--- config.mk ---
export PLATFORM = sky130hd
export DESIGN_NAME = block_grid_ctrl
export DESIGN_NICKNAME = d
export VERILOG_FILES = /design/src/rtl/block_grid_ctrl.sv
export SDC_FILE = /design/constraint.sdc
export NUM_CORES = 1
export LEC_CHECK = 0
export CAP_MARGIN = 20
export CORE_ASPECT_RATIO = 1.2
export CORE_MARGIN = 5
export CORE_UTILIZATION = 49
export CTS_BUF_LIST = sky130_fd_sc_hd__clkbuf_8
export CTS_CLUSTER_DIAMETER = 200
export DETAILED_ROUTE_END_ITERATION = 16
export GPL_ROUTABILITY_DRIVEN = 0
export GPL_TIMING_DRIVEN = 1
export PLACE_DENSITY_LB_ADDON = 0.12
export RECOVER_POWER = 25
export SLEW_MARGIN = 25
export SYNTH_ARGS = -nofsm -noshare
export SYNTH_HDL_FRONTEND = slang
export SYNTH_SLANG_ARGS = --single-unit
--- constraint.sdc ---
create_clock -name CLK_50M -period 8.45 [get_ports CLK_50M]
set_clock_uncertainty 0.1 [all_clocks]
set_input_delay 1.2675 -clock CLK_50M [delete_from_list [all_inputs] [get_ports CLK_50M]]
set_output_delay 1.2675 -clock CLK_50M [all_outputs]
set_load 0.1 [all_outputs]
--- src/rtl/block_grid_ctrl.sv ---
// Falling-block controller: owns a COLS x ROWS occupancy grid, drives one block under gravity and keys.
// Row clearing (SCAN/SHIFT, score, line_clr) is present only when ROW_CLEAR_EN is defined.
module block_grid_ctrl #(
    parameter int COLS       = 4,
    parameter int ROWS       = 8,
    parameter int DROP_TICKS = 25_000_000,
    parameter int SPAWN_COL  = 1
) (
    input  logic                      CLK_50M,
    input  logic                      RST,
    input  logic [1:0]                game_state,
    input  logic                      left_key_press,
    input  logic                      right_key_press,
    input  logic                      down_key_press,
    output logic [COLS*ROWS-1:0]      disp,
    output logic [$clog2(COLS)-1:0]   block_x,
    output logic [$clog2(ROWS)-1:0]   block_y,
    output logic [15:0]               score,
    output logic                      line_clr,
    output logic                      game_over
);
    localparam int XW = $clog2(COLS);
    localparam int YW = $clog2(ROWS);
    localparam int CW = $clog2(DROP_TICKS);
    localparam logic [XW-1:0]   SPAWN_X   = XW'(SPAWN_COL);
    localparam logic [XW-1:0]   MAX_X     = XW'(COLS - 1);
    localparam logic [YW-1:0]   MAX_Y     = YW'(ROWS - 1);
    localparam logic [CW-1:0]   LAST_TICK = CW'(DROP_TICKS - 1);
    localparam logic [ROWS-1:0] ONE_ROW   = ROWS'(1);

    typedef enum logic [2:0] {WAIT, SPAWN, FALL, LAND, SCAN, SHIFT, DEAD} state_t;

    state_t          state;
    logic [ROWS-1:0] grid [COLS];
    logic [CW-1:0]   counter;
    logic            step;
    logic            blocked_below;

    assign step = (counter == LAST_TICK) || down_key_press;
    assign blocked_below = (block_y == MAX_Y) || grid[block_x][block_y + YW'(1)];

`ifdef ROW_CLEAR_EN
    localparam logic [ROWS-1:0] ALL_ROWS = '1;
    logic [YW-1:0]   scan_r;
    logic [15:0]     score_q;
    logic            line_clr_q;
    logic            row_full;
    logic [ROWS-1:0] keep;

    // Rows strictly below scan_r are untouched by a shift; rows 0..scan_r move down by one.
    assign keep = (ALL_ROWS << scan_r) << 1;

    always_comb begin
        row_full = 1'b1;
        for (int unsigned c = 0; c < COLS; c++)
            row_full = row_full & grid[c][scan_r];
    end

    assign score    = score_q;
    assign line_clr = line_clr_q;
`else
    assign score    = '0;
    assign line_clr = 1'b0;
`endif

    always_comb begin
        disp = '0;
        for (int unsigned c = 0; c < COLS; c++) begin
            disp[c*ROWS +: ROWS] = grid[c];
            if (state == FALL && block_x == XW'(c))
                disp[c*ROWS +: ROWS] = grid[c] | (ONE_ROW << block_y);
        end
    end

    always_ff @(posedge CLK_50M or posedge RST) begin
        if (RST) begin
            state     <= WAIT;
            for (int unsigned c = 0; c < COLS; c++)
                grid[c] <= '0;
            block_x   <= SPAWN_X;
            block_y   <= '0;
            counter   <= '0;
            game_over <= 1'b0;
`ifdef ROW_CLEAR_EN
            scan_r     <= MAX_Y;
            score_q    <= '0;
            line_clr_q <= 1'b0;
`endif
        end else begin
`ifdef ROW_CLEAR_EN
            line_clr_q <= 1'b0;
`endif
            if (game_state == 2'b00) begin
                state     <= WAIT;
                for (int unsigned c = 0; c < COLS; c++)
                    grid[c] <= '0;
                block_x   <= SPAWN_X;
                block_y   <= '0;
                counter   <= '0;
                game_over <= 1'b0;
`ifdef ROW_CLEAR_EN
                score_q   <= '0;
`endif
            end else if (game_state == 2'b01) begin
                case (state)
                    WAIT: state <= SPAWN;
                    SPAWN: begin
                        if (grid[SPAWN_X][0]) begin
                            game_over <= 1'b1;
                            state     <= DEAD;
                        end else begin
                            block_x <= SPAWN_X;
                            block_y <= '0;
                            counter <= '0;
                            state   <= FALL;
                        end
                    end
                    FALL: begin
                        // A gravity or down step owns the cycle; lateral keys only act otherwise.
                        if (step) begin
                            counter <= '0;
                            if (blocked_below)
                                state <= LAND;
                            else
                                block_y <= block_y + YW'(1);
                        end else begin
                            counter <= counter + CW'(1);
                            if (left_key_press) begin
                                if (block_x != '0 && !grid[block_x - XW'(1)][block_y])
                                    block_x <= block_x - XW'(1);
                            end else if (right_key_press) begin
                                if (block_x != MAX_X && !grid[block_x + XW'(1)][block_y])
                                    block_x <= block_x + XW'(1);
                            end
                        end
                    end
                    LAND: begin
                        grid[block_x][block_y] <= 1'b1;
`ifdef ROW_CLEAR_EN
                        scan_r <= MAX_Y;
                        state  <= SCAN;
`else
                        state  <= SPAWN;
`endif
                    end
`ifdef ROW_CLEAR_EN
                    SCAN: begin
                        if (row_full)
                            state <= SHIFT;
                        else if (scan_r == '0)
                            state <= SPAWN;
                        else
                            scan_r <= scan_r - YW'(1);
                    end
                    SHIFT: begin
                        for (int unsigned c = 0; c < COLS; c++)
                            grid[c] <= (grid[c] & keep) | ((grid[c] << 1) & ~keep);
                        line_clr_q <= 1'b1;
                        if (score_q != 16'hFFFF)
                            score_q <= score_q + 16'd1;
                        state <= SCAN;
                    end
`endif
                    DEAD: state <= DEAD;
                    default: state <= WAIT;
                endcase
            end
        end
    end
endmodule

==> results_dict.tcl <==
set metrics [dict create \
    run_status "finished, violations left" \
    violations "capacitance limit, slew limit" \
    worstSetupPathType "flip-flop to output port" \
    diodes 0 \
    dieHeight_um 113 \
    slew_violations 67 \
    cts_tree "done" \
    regArea_um2 1650 \
    grt_overflow 0 \
    multi_input_area_um2 2440 \
    synth_ff_type "dfrtp_1" \
    maxCapViolations 1 \
    ys_seq_area_frac 0.384 \
    synth_simple_gate_area_frac 0.197 \
    synth-warning-count 0 \
    path_cells "clkinv_1 -> ha_1 -> nor2b_1 -> a21o_1 -> clkdlybuf4s50_1" \
    drc 0 \
    postCtsSetupRepairBufs 0 \
    synth_top_family_by_area "simple AND/OR/NAND/NOR gates" \
    synth_edf_count 0 \
    grt_pass1_vias 3572 \
    fmax_ghz 0.200 \
    grt_pass1_wl_um 19300 \
    layout.nets 517 \
    pre_cts_ws_ns 3.84 \
    synth_cell_types 55 \
    core_um2 8560 \
    vias 3617 \
    die_w_um 95.6 \
    drtIter0Drc 287 \
    setup_tns_ns 0 \
    num_rows 37 \
    hold_class "flip-flop to flip-flop" \
    synth_mux_area_frac 0.113 \
    cts_resized 0 \
    p_per_area_nw_per_um2 179 \
    cts_buffers 9 \
    crit_fanout 26 \
    cts_max_level 3 \
    fillCellCount 788 \
    cp_slowest_cell "dfrtp_1" \
    synth_compound_area_frac 0.167 \
    synthAdderAreaFrac 0.0319 \
    synthXorXnorAreaFrac 0.0427 \
    antenna_found_initial 0 \
    clk_pin_slew_worst_paths_ns 0.07 \
    synthArstFlopShare 1.00 \
    maxSlewHeadroom -1.40 \
    grt_max_degree 67 \
    vias_per_cell 5.82 \
    drive_gt1_frac 0.0774 \
    dp_cells 605 \
    portBuffers 44 \
    min_period_ns 5.00 \
    critical_path_required_ns 7.08 \
    rsz0062_at_grt "false" \
    ios 62 \
    worstMarginPinSlew_ns 3.59 \
    avgSynthCellArea_um2 9.31 \
    start_kind "flip-flop" \
    ant_nets 0 \
    hpwlAfterDp_um 8570 \
    drtPass1Iterations 5 \
    hold_viol_final 0 \
    max-vdd-ir-drop_v 0.000104 \
    fin_cells 621 \
    finalWirelength_um 11900 \
    clk_latency_ns 0.35 \
    initial_core_util 0.503 \
    worst_slack_ns 3.45 \
    routedWlPerCell_um 19.2 \
    hold_ws_ns 0.408 \
    cts_hold_repair.buffers 0 \
    grt_usage 0.235 \
    min_period_over_period 0.591 \
    ys_ff_latch 66 \
    synthCells 463 \
    endpoint_kind "output port" \
    crit_path_max_incr_delay_ns 1.02 \
    synth_area_um2 4310 \
    design.die.area_um2 10800 \
    setup_violations 0 \
    leakage_nw 2.31 \
    cts_root_buf "clkbuf_8" \
    synthToLayoutAreaGrowth_pct 15.2 \
    clock_path_buffers 2 \
    cp.arrival_ns 3.63 \
    cts_sinks 66 \
]
==> final cells by class <==
cell class                      instances  share of cell area
Multi-Input combinational cell        364               0.492
Inverter                               11             0.00832
Sequential cell                        66               0.333
Clock buffer                           13              0.0360
Timing Repair Buffer                   47              0.0925
Clock inverter                          3             0.00907
Tap cell                              117              0.0295
==> per-stage QoR <==
step / power [mW] / utilization / area, um^2
finish: 0.890 / 0.580 / 4960
global placement: 0.598 / 0.554 / 4740
global route: 0.935 / 0.580 / 4960
detailed placement: 0.601 / 0.554 / 4740
CTS: 0.899 / 0.580 / 4970
floorplan: 0.561 / - / 4370
==> final timing paths <==
path / start / end / slack (ns) / cells after the start
min in group asynchronous: RST / counter[3]$_DFFE_PP0P_ / 2.66 / 3
max: block_y[0]$_DFFE_PP0P_ / disp[16] / 3.45 / 5
min reg2reg: game_over$_DFFE_PP0P_ / game_over$_DFFE_PP0P_ / 0.41 / 2
min: game_over$_DFFE_PP0P_ / game_over$_DFFE_PP0P_ / 0.41 / 2
max in group asynchronous: RST / counter[15]$_DFFE_PP0P_ / 3.59 / 3
max reg2reg: block_x[0]$_DFFE_PP1P_ / block_x[0]$_DFFE_PP1P_ / 4.78 / 9
==> synth_stat cells (10+ instances only) <==
| cell type | n | area (um^2) |
|---|---|---|
| nor2_1 | 72 | 270 |
| o21bai_1 | 13 | 97.6 |
| xnor2_1 | 11 | 96.3 |
| nand2_1 | 28 | 105 |
| buf_4 | 17 | 128 |
| dfrtp_1 | 65 | 1630 |
| mux2i_1 | 14 | 140 |
| ha_1 | 11 | 138 |
| xor2_1 | 10 | 87.6 |
| nor3_1 | 14 | 70.1 |
| nand3_1 | 15 | 75.1 |
| a21o_1 | 21 | 158 |
| inv_1 | 10 | 37.5 |
| a21oi_1 | 41 | 205 |
| o21ai_0 | 10 | 50.1 |
| clkbuf_1 | 15 | 56.3 |
| mux4_2 | 11 | 248 |
==> where the power goes <==
| group | switching, mW | leakage (nW) | total (mW) | internal [mW] |
|---|---|---|---|---|
| clock | 0.126 | 0.108 | 0.294 | 0.169 |
| sequential | 0.0349 | 0.916 | 0.359 | 0.325 |
| combinational | 0.172 | 1.29 | 0.236 | 0.0646 |
==> registers in the layout, indices dropped and copies added, names as in the netlist <==
signal / cells
counter: 25
block_x: 2
game_over: 1
state: 3
block_y: 3
grid: 32
==> layout by cell type, fill, tap and decap left out, types with 13 or more instances in the layout <==
| master | Yosys | final |
|---|---|---|
| a21o_1 | 21 | 21 |
| a21oi_1 | 41 | 41 |
| clkbuf_8 | 0 | 13 |
| clkdlybuf4s50_1 | 0 | 43 |
| conb_1 | 1 | 17 |
| dfrtp_1 | 65 | 65 |
| mux2i_1 | 14 | 14 |
| nand2_1 | 28 | 28 |
| nand3_1 | 15 | 15 |
| nor2_1 | 72 | 71 |
| nor3_1 | 14 | 14 |
| o21bai_1 | 13 | 13 |
==> kinds of logic (layout without fill, tap and decap cells) <==
group / after synthesis / after routing
simple gates: 176 / 176
compound gates: 108 / 108
flops: 66 / 66
buf+inv: 49 / 74
mux: 31 / 31
xor+xnor: 21 / 21
fa+ha+maj: 11 / 11
other cells: 1 / 17
==> worst max-delay path, delay by kind of cell, from the launching register on <==
kind | cells | cell delay (ns)
simple gates | 1 | 0.18
compound gates | 1 | 0.22
buf+inv | 2 | 1.49
flops | 1 | 1.02
fa+ha+maj | 1 | 0.37
==> per-layer routing <==
metal,track usage,wire length [um],up-vias
li1,-,-,1695
met1,0.286,4680,1772
met2,0.403,6270,129
met3,0.0399,618,21
met4,0.103,332,0
met5,0,0,-
Power figures use the tool's default switching activity.
